==> src/rtl/rf_wb_arbiter_pkg.sv <==
// Shared types and sizing for the register-file writeback arbiter.
package rf_wb_arbiter_pkg;

    localparam int WRITE_PORTS = 2;
    localparam int REG_AMT     = 16;
    localparam int DATA_W      = 32;
    localparam int ADRS_W      = $clog2(REG_AMT);

    typedef logic [ADRS_W-1:0] t_RFadrs;
    typedef logic [DATA_W-1:0] t_data;

    typedef struct packed {
        logic    valid;
        t_RFadrs dst;
        t_data   data;
    } t_wb_req;

endpackage

==> src/rtl/rf_wb_arbiter_if.sv <==
// Writeback requester bundle plus the RF write-port side of the arbiter.
interface rf_wb_arbiter_if #(
    parameter int N_REQ = 4,
    parameter int N_WP  = rf_wb_arbiter_pkg::WRITE_PORTS
);
    import rf_wb_arbiter_pkg::*;

    logic    [N_REQ-1:0] req_valid;
    t_RFadrs [N_REQ-1:0] req_dst;
    t_data   [N_REQ-1:0] req_data;
    logic    [N_REQ-1:0] req_ready;

    t_RFadrs [N_WP-1:0]  rf_dst;
    t_data   [N_WP-1:0]  rf_datain;
    logic    [N_WP-1:0]  rf_wr_en;
    logic    [REG_AMT-1:0] pend_mask;

    modport master (
        output req_valid, req_dst, req_data,
        input  req_ready, rf_dst, rf_datain, rf_wr_en, pend_mask
    );

    modport slave (
        input  req_valid, req_dst, req_data,
        output req_ready, rf_dst, rf_datain, rf_wr_en, pend_mask
    );

endinterface

==> src/rtl/rf_wb_rr_picker.sv <==
// Combinational round-robin scan: grants up to N_WP requesters with distinct
// destinations, packing winners onto write ports in scan order.
module rf_wb_rr_picker
    import rf_wb_arbiter_pkg::*;
#(
    parameter int N_REQ = 4,
    parameter int N_WP  = WRITE_PORTS,
    parameter int PTR_W = $clog2(N_REQ)
) (
    input  logic    [N_REQ-1:0]           valid_i,
    input  t_RFadrs [N_REQ-1:0]           dst_i,
    input  logic    [PTR_W-1:0]           rr_ptr_i,
    output logic    [N_REQ-1:0]           grant_o,
    output logic    [N_WP-1:0][PTR_W-1:0] port_sel_o,
    output logic    [N_WP-1:0]            port_vld_o,
    output logic    [PTR_W-1:0]           next_ptr_o
);

    always_comb begin : scan
        int   cnt;
        int   idx;
        logic clash;
        grant_o    = '0;
        port_sel_o = '0;
        port_vld_o = '0;
        next_ptr_o = rr_ptr_i;
        cnt        = 0;
        idx        = 0;
        clash      = 1'b0;
        for (int j = 0; j < N_REQ; j++) begin
            idx = int'(rr_ptr_i) + j;
            if (idx >= N_REQ) idx = idx - N_REQ;
            // a requester whose dst is already taken this cycle waits for a later cycle
            clash = 1'b0;
            for (int k = 0; k < N_WP; k++) begin
                if (port_vld_o[k] && (dst_i[port_sel_o[k]] == dst_i[idx])) clash = 1'b1;
            end
            if (valid_i[idx] && (cnt < N_WP) && !clash) begin
                grant_o[idx]    = 1'b1;
                port_sel_o[cnt] = PTR_W'(idx);
                port_vld_o[cnt] = 1'b1;
                cnt             = cnt + 1;
                next_ptr_o      = (idx == N_REQ - 1) ? '0 : PTR_W'(idx + 1);
            end
        end
    end

endmodule

==> src/rtl/rf_wb_arbiter.sv <==
// Round-robin writeback arbiter: owns rr_ptr, the registered RF write-port
// stage and the pending-write mask.
module rf_wb_arbiter
    import rf_wb_arbiter_pkg::*;
#(
    parameter int N_REQ = 4,
    parameter int N_WP  = WRITE_PORTS
) (
    input  logic            clk,
    input  logic            rst,
    rf_wb_arbiter_if.slave  bus
);

    localparam int PTR_W = $clog2(N_REQ);

    t_wb_req [N_REQ-1:0]           req;
    logic    [N_REQ-1:0]           req_vld;
    t_RFadrs [N_REQ-1:0]           req_dst;
    logic    [N_REQ-1:0]           grant;
    logic    [N_WP-1:0][PTR_W-1:0] port_sel;
    logic    [N_WP-1:0]            port_vld;
    logic    [PTR_W-1:0]           next_ptr;

    logic    [PTR_W-1:0]   rr_ptr_q,  rr_ptr_d;
    logic    [N_WP-1:0]    wr_en_q,   wr_en_d;
    t_RFadrs [N_WP-1:0]    dst_q,     dst_d;
    t_data   [N_WP-1:0]    data_q,    data_d;
    logic    [REG_AMT-1:0] pend_q,    pend_d;

    for (genvar i = 0; i < N_REQ; i++) begin : g_req
        assign req[i]     = '{valid: bus.req_valid[i], dst: bus.req_dst[i], data: bus.req_data[i]};
        assign req_vld[i] = req[i].valid;
        assign req_dst[i] = req[i].dst;
    end

    rf_wb_rr_picker #(
        .N_REQ (N_REQ),
        .N_WP  (N_WP),
        .PTR_W (PTR_W)
    ) u_picker (
        .valid_i    (req_vld),
        .dst_i      (req_dst),
        .rr_ptr_i   (rr_ptr_q),
        .grant_o    (grant),
        .port_sel_o (port_sel),
        .port_vld_o (port_vld),
        .next_ptr_o (next_ptr)
    );

    always_comb begin
        rr_ptr_d = next_ptr;
        wr_en_d  = port_vld;
        dst_d    = dst_q;
        data_d   = data_q;
        pend_d   = '0;
        for (int p = 0; p < N_WP; p++) begin
            if (port_vld[p]) begin
                dst_d[p]  = req[port_sel[p]].dst;
                data_d[p] = req[port_sel[p]].data;
            end
        end
        // pend_mask tracks exactly what the output stage will hold next cycle
        for (int p = 0; p < N_WP; p++) begin
            if (wr_en_d[p]) pend_d[dst_d[p]] = 1'b1;
        end
    end

    always_ff @(posedge clk or posedge rst) begin
        if (rst) begin
            rr_ptr_q <= '0;
            wr_en_q  <= '0;
            dst_q    <= '0;
            data_q   <= '0;
            pend_q   <= '0;
        end else begin
            rr_ptr_q <= rr_ptr_d;
            wr_en_q  <= wr_en_d;
            dst_q    <= dst_d;
            data_q   <= data_d;
            pend_q   <= pend_d;
        end
    end

    assign bus.req_ready = grant;
    assign bus.rf_wr_en  = wr_en_q;
    assign bus.rf_dst    = dst_q;
    assign bus.rf_datain = data_q;
    assign bus.pend_mask = pend_q;

endmodule

==> src/flat_wrapper.sv <==
// flat-port wrapper written by rule: the top's interface ports become plain ports
module rf_wb_arbiter_flat import rf_wb_arbiter_pkg::*;
#(
    parameter int N_REQ = 4,
    parameter int N_WP  = WRITE_PORTS
)
  (clk, rst, bus_req_valid, bus_req_dst, bus_req_data, bus_req_ready, bus_rf_dst, bus_rf_datain, bus_rf_wr_en, bus_pend_mask);
  rf_wb_arbiter_if #(.N_REQ(N_REQ), .N_WP(N_WP)) bus_i ();
  input  logic clk;
  input  logic rst;
  input wire logic [$bits(bus_i.req_valid)-1:0] bus_req_valid;
  input wire logic [$bits(bus_i.req_dst)-1:0] bus_req_dst;
  input wire logic [$bits(bus_i.req_data)-1:0] bus_req_data;
  output wire logic [$bits(bus_i.req_ready)-1:0] bus_req_ready;
  output wire logic [$bits(bus_i.rf_dst)-1:0] bus_rf_dst;
  output wire logic [$bits(bus_i.rf_datain)-1:0] bus_rf_datain;
  output wire logic [$bits(bus_i.rf_wr_en)-1:0] bus_rf_wr_en;
  output wire logic [$bits(bus_i.pend_mask)-1:0] bus_pend_mask;
  assign bus_i.req_valid = bus_req_valid;
  assign bus_i.req_dst = bus_req_dst;
  assign bus_i.req_data = bus_req_data;
  assign bus_req_ready = bus_i.req_ready;
  assign bus_rf_dst = bus_i.rf_dst;
  assign bus_rf_datain = bus_i.rf_datain;
  assign bus_rf_wr_en = bus_i.rf_wr_en;
  assign bus_pend_mask = bus_i.pend_mask;
  rf_wb_arbiter #(.N_REQ(N_REQ), .N_WP(N_WP)) u_core (.clk(clk), .rst(rst), .bus(bus_i));
endmodule
==> config.mk <==
export PLATFORM = sky130hd
export DESIGN_NAME = rf_wb_arbiter_flat
export DESIGN_NICKNAME = d
export VERILOG_FILES = /design/src/rtl/rf_wb_arbiter_pkg.sv /design/src/rtl/rf_wb_arbiter_if.sv /design/src/rtl/rf_wb_rr_picker.sv /design/src/rtl/rf_wb_arbiter.sv /design/src/flat_wrapper.sv
export SDC_FILE = /design/constraint.sdc
export NUM_CORES = 1
export LEC_CHECK = 0
export ABC_AREA = 0
export BUFFER_PORTS_ARGS = -buffer_cell sky130_fd_sc_hd__buf_2
export CAP_MARGIN = 20
export CORE_AREA = 2 2 174 142
export CTS_BUF_LIST = sky130_fd_sc_hd__clkbuf_8 sky130_fd_sc_hd__clkbuf_16
export DETAILED_ROUTE_END_ITERATION = 6
export DIE_AREA = 0 0 176 144
export PLACE_DENSITY = 0.68
export REMOVE_ABC_BUFFERS = 1
export SLEW_MARGIN = 10
export SYNTH_ARGS = -nofsm -noshare
export SYNTH_HDL_FRONTEND = slang
export SYNTH_SLANG_ARGS = --single-unit
==> constraint.sdc <==
create_clock -name clk -period 13 [get_ports clk]
set_input_delay 1.3 -clock clk [delete_from_list [all_inputs] [get_ports clk]]
set_output_delay 1.3 -clock clk [all_outputs]
set_load 0.03 [all_outputs]
==> flow_summary_export.csv, run 1 <==
group,metric,value,unit
global_routing,grt_first_pass_wirelength,45900,um
synth,yosysMostFrequentCell,"nand2_1",
synth,syn_area,0.00817,sq mm
synth,ys_types,76,
synth,yosys.area.top_type_share,28.2,%
min_path,min_path_type,"reg -> reg",
worst_setup_path,cp.arrival,10620,ps
drt,vias,9291,
layout,final_cells,1679,
drt,drcViolationCount,0,
clock_network,clk_latency,340,ps
floorplan,dieArea,0.0253,sq mm
worst_setup_path,critical_path.max_fanout,31,
run_status,outcome,"finished, final reports clean",
layout,final_area,0.00988,sq mm
sta,finClkSkew,6.86,ps
synth,synthAdderAreaFrac,1.53,%
synth,synth.avg_cell_area,6.93,sq um
place,place_hpwl,21200,um
sta,max_freq,96.5,MHz
layout,multiInputGateArea,0.00547,sq mm
floorplan,die_w,176,um
synth,yosysWarnings,0,
drt,vias_per_cell,5.53,
place,place_congestion,0.913,
layout,nets,1515,
clock_network,postCtsHoldBufs,0,
layout,fill_cells,2496,
clock_network,cts_tree,"built",
place,dp.cells,1662,
sta,relSlewSlack,24.3,%
clock_network,cts_resized,0,
worst_setup_path,critPathKind,"reg -> reg",
synth,synth_top_family_by_area,"simple AND/OR/NAND/NOR gates",
layout,drive_above_1_share,23.7,%
synth,yosys-top-cells-area,"dfrtp_1 (28%), nand2_1 (22%), nand3_1 (4.6%)",
drt,drt_iter0_drc,900,
global_routing,antenna_found_initial,1,
synth,synthSimpleGateAreaFrac,34.2,%
clock_network,cts_buffers,9,
synth,synth-compound-area-share,21.3,%
synth,ys_seq_area_share,28.2,%
global_routing,grt_pass1_vias,8670,
sta,hold_violations,0,
sta,tightestPinTransition,1130,ps
floorplan,die_y,144,um
layout,syn_to_final_growth,20.9,%
sta,finalSetupViolations,0,
floorplan,core_region_area,0.0238,sq mm
global_routing,grt_max_degree,61,
global_routing,groute.usage.overall,22.5,%
floorplan,ios,244,
clock_network,post-cts-setup-buffers,0,
place,port_buffers,243,
floorplan,start_util,34.3,%
clock_network,cts_root_buf,"clkbuf_16",
floorplan,rows,51,
layout,seq_area,0.00230,sq mm
clock_network,path_clk_slew,70,ps
clock_network,cts_sinks,92,
drt,wl_per_cell,17.3,um
worst_setup_path,worstPathRequired,13250,ps
sta,period_share,79.7,%
synth,synth-seq-cells,92,
sta,drv_slew,0,
drt,wl,29100,um
synth,synth_area_leader_cell,"dfrtp_1",
synth,ys.flop_type,"dfrtp_1",
synth,async_flop_share,100,%
synth,synth_xor_area_share,0.107,%
clock_network,htree_levels,3,
clock_network,clk_path_buf_depth,2,
synth,synthTopCellsByCount,"nand2_1 (472), dfrtp_1 (92), nand3_1 (75), o21ai_0 (70), clkbuf_1 (62)",
place,dpl_cell_area,0.00956,sq mm
worst_setup_path,start_kind,"register",
sta,finalCriticalPeriod,10360,ps
sta,rsz0062_at_grt,"no",
synth,netlist_instances,1180,
synth,synth_mux_area_share,9.23,%
run,maxCapViolCount,0,
sta,setup_tns,0,ps
worst_setup_path,endpoint_kind,"register",
global_routing,gr-total-overflow,0,
synth,synth_edf_count,0,
drt,ant_nets,0,
drt,dr.pass1.iters,7,
-- routing by layer --
metal / global-route usage (%) / share of wire (%)
met1: 30.9 / 45
met2: 35.1 / 44
met3: 6.02 / 9.4
met4: 6.00 / 2.1
met5: 0 / 0
-- path summary, 6_finish.rpt --
path                                                      start                                    to  slack (ps)  cells past startpoint
max                              u_core.rr_ptr_q[1]$_DFFE_PP0P_    u_core.bus.pend_mask[10]$_DFF_PP0_        2640                     24
min                        u_core.bus.rf_datain[16]$_DFFE_PP0P_  u_core.bus.rf_datain[16]$_DFFE_PP0P_         460                      2
max reg2reg                      u_core.rr_ptr_q[1]$_DFFE_PP0P_    u_core.bus.pend_mask[10]$_DFF_PP0_        2640                     24
min reg2reg                u_core.bus.rf_datain[16]$_DFFE_PP0P_  u_core.bus.rf_datain[16]$_DFFE_PP0P_         460                      2
max in group asynchronous                                   rst        u_core.rr_ptr_q[1]$_DFFE_PP0P_       10910                      3
min in group asynchronous                                   rst  u_core.bus.rf_datain[35]$_DFFE_PP0N_        1070                      2
-- registers in the layout, summed over array words and instances, names as in the netlist --
name / cells
u_core.bus.rf_datain: 64
u_core.bus.rf_dst: 8
u_core.bus.pend_mask: 16
u_core.rr_ptr_q: 2
u_core.bus.rf_wr_en: 2
-- metrics by stage --
| step | util, % | setup slack, ps | hold slack [ps] |
|---|---|---|---|
| after global routing | 41.5 | 2040 | 479 |
| final | 41.5 | 2640 | 461 |
| after floorplan | - | 1320 | 647 |
| after global placement | 40.2 | 2820 | 446 |
| after detailed placement | 40.2 | 2590 | 450 |
| after CTS | 41.5 | 2790 | 465 |
-- cells by family after synthesis --
group                      count (synthesis)
and+or+nand+nor                          658
AOI/OAI and AO/OA                        253
buffers and inverters                    113
DFF                                       92
muxes                                     53
adders and majority gates                 10
xor gates and xnor gates                   1
-- critical path, cell delays in order (launching register included) --
cell and delay [ps]:
dfrtp_1 850, inv_1 460, mux2_1 440, inv_1 300, ha_1 710, nor2b_1 120
or4_1 520, and3_1 210, or4_4 590, o21ai_1 190, clkinv_1 250, ha_1 410
nor3_1 310, mux2i_1 130, o32a_4 250, and2_1 290, a2111oi_1 580, nor3_1 120
or4b_4 520, o41ai_4 650, nor4_2 260, mux2i_4 850, mux4_2 700, or2_2 370
o22ai_1 180
-- layout by cell type (no fill, tap or decap), types with 9 or more instances in the layout --
cell type / n
a31oi_1: 9
o211ai_1: 38
nand3_1: 74
mux4_2: 15
o21ai_0: 70
inv_1: 18
mux2_2: 9
nor2_1: 33
buf_2: 243
o22ai_1: 11
o21ai_1: 14
dfrtp_1: 92
a211oi_1: 9
clkbuf_16: 9
mux2i_1: 23
a21oi_1: 23
nand2_1: 472
ha_1: 10
a21o_1: 10
buf_4: 12
o21a_1: 9
nor3_1: 17
-- cell type report --
type	count	share of cell area [%]
clock buffers	10	2.42
clock inverters	6	0.722
multi-input cells	975	55.4
repair buffers	255	13.2
diodes	1	0.0253
flip-flops and latches	92	23.3
inverters	22	0.861
well taps	318	4.03
Power of run 1 is not shown: default switching activity piles up to over one toggle a cycle in this logic, so the estimate is an artifact.
==> run 2, diff against run 1 <==
Clock period 13 ns to 10.3 ns, I/O delays scaled along.
==> run 2 against run 1 <==
Die area stayed put. Sequential cell count is the same. Core utilization grew 0.45 points. Setup slack lost 1500 ps. Hold slack gained 1.5 ps. First-iteration DRC count is 16% lower. Cell count grew 0.71%. Wire length grew 2.7%. Critical path depth grew 2.
==> flow_summary_export.csv, run 2 (synthesized netlist as in run 1, its figures left out) <==
group,metric,value,unit
worst_setup_path,r2r-start,"u_core.rr_ptr_q[1]$_DFFE_PP0P_",
worst_setup_path,r2r_setup_slack,1510,ps
drt,drt_iter0_drc,759,
worst_setup_path,cp_top_family,"simple AND/OR/NAND/NOR gates",
global_routing,antenna_found_initial,0,
sta,finalSetupViolations,0,
place,place_hpwl,21500,um
clock_network,cts_root_buf,"clkbuf_16",
floorplan,die_y,144,um
global_routing,groute.usage.overall,23.3,%
min_path,hold_start,"u_core.bus.rf_datain[4]$_DFFE_PP0P_",
global_routing,grt_first_pass_wirelength,47000,um
layout,nets,1528,
clock_network,clk_latency,340,ps
worst_setup_path,cp_num_buf_inv,6,
sta,tightestPinTransition,982,ps
worst_setup_path,start_kind,"input pin",
place,place_congestion,0.945,
layout,drive_above_1_share,24.3,%
worst_setup_path,cp.depth,26,
floorplan,start_util,34.3,%
clock_network,clk_path_buf_depth,2,
sta,max_freq,109,MHz
layout,layout_commonest_cell,"nand2_1",
drt,wl_per_cell,17.7,um
place,port_buffers,243,
clock_network,postCtsHoldBufs,0,
drt,vias,9439,
worst_setup_path,critPathKind,"in -> out",
sta,rsz0062_at_grt,"no",
sta,finClkSkew,6.46,ps
sta,relSlewSlack,34.1,%
worst_setup_path,cpMostUsedCell,"mux2i_1",
global_routing,grt_pass1_vias,8822,
layout,fill_cells,2502,
worst_setup_path,endpoint_kind,"primary output",
clock_network,post-cts-setup-buffers,0,
floorplan,dieArea,0.0253,sq mm
worst_setup_path,critical_path.max_fanout,13,
sta,hold_violations,0,
drt,drcViolationCount,0,
layout,largest_register_ffs,64,
clock_network,cts_resized,0,
floorplan,core_region_area,0.0238,sq mm
global_routing,gr-total-overflow,0,
floorplan,ios,244,
layout,finalCoreUtilization,41.9,%
drt,ant_nets,0,
clock_network,cts_sinks,92,
min_path,min_to,"u_core.bus.rf_datain[4]$_DFFE_PP0P_",
min_path,min_path_type,"reg -> reg",
drt,vias_per_cell,5.58,
clock_network,cts_tree,"built",
worst_setup_path,timing.rr.end,"u_core.bus.pend_mask[12]$_DFF_PP0_",
worst_setup_path,reg2reg_depth,28,
worst_setup_path,worstPathRequired,9270,ps
worst_setup_path,cp.arrival,8130,ps
run_status,outcome,"finished, final reports clean",
sta,hold_ws,462,ps
layout,final_cells,1691,
floorplan,die_w,176,um
layout,diodes,0,
clock_network,path_clk_slew,60,ps
drt,wl,29900,um
drt,dr.pass1.iters,5,
run,maxCapViolCount,0,
worst_setup_path,cp_slowest_cell,"nor3_1",
layout,syn_to_final_growth,22.2,%
sta,drv_slew,0,
layout,most-common-layout-cells,"nand2_1 (472), buf_2 (243), dfrtp_1 (92), nand3_1 (74), o21ai_0 (70)",
clock_network,cts_buffers,9,
worst_setup_path,slowest_delay,750,ps
place,dp.cells,1674,
global_routing,grt_max_degree,58,
floorplan,rows,51,
clock_network,htree_levels,3,
min_path,hold_depth,2,
sta,period_share,88.9,%
sta,finalCriticalPeriod,9160,ps
-- run 2: cell types whose count changed in the layout (fill, tap and decap cells not counted), sizes merged --
cell,delta
clkinv,+1
bufinv,+1
dlymetal6s2s,+1
clkbuf,-1
buf,+12
inv,-1
diode,-1
-- run 2: worst max path at each step --
| stage | start | to |
|---|---|---|
| after detailed placement | bus_req_valid[3] | u_core.bus.pend_mask[0]$_DFF_PP0_ |
| after global placement | bus_req_valid[3] | u_core.bus.pend_mask[10]$_DFF_PP0_ |
| after CTS | bus_req_valid[3] | bus_req_ready[3] |
| after floorplan | u_core.rr_ptr_q[0]$_DFFE_PP0P_ | u_core.bus.pend_mask[10]$_DFF_PP0_ |
| after global routing | bus_req_valid[3] | bus_req_ready[3] |
| final | bus_req_valid[3] | bus_req_ready[3] |
-- run 2: worst reg2reg max path, delay by kind of cell, from the launching register on --
family | cells | cell delay [ps]
simple gates | 8 | 2380
compound gates | 7 | 1800
mux | 4 | 1680
buf+inv | 7 | 1590
fa+ha+maj | 2 | 900
flops | 1 | 360
-- run 2: layout make-up --
class	instances	area, sq um	area share (%)
Tap cell	318	398	3.99
Sequential cell	92	2300	23.1
Inverter	22	85.1	0.852
Clock inverter	7	92.6	0.927
Multi-Input combinational cell	975	5470	54.8
Timing Repair Buffer	268	1410	14.1
Clock buffer	9	225	2.26
-- run 2: per-layer routing --
layer  part of all wire [%]  global-route usage [%]  vias up
met5                      0                       0        -
met2                     44                    36.5      487
li1                       -                       -     4479
met1                     44                    31.6     4418
met3                    9.7                    5.91       55
met4                    2.9                    7.66        0
-- run 2: stage by stage --
| step | setup slack, ps | instance area, sq um | TNS, ps |
|---|---|---|---|
| floorplan | -1380 | 7810 | -39830 |
| global placement | 1290 | 9650 | 0 |
| detailed placement | 1010 | 9650 | 0 |
| CTS | 1300 | 9970 | 0 |
| global route | 536 | 9980 | 0 |
| finish | 1140 | 9980 | 0 |
Power of run 2 is left out for the same reason.
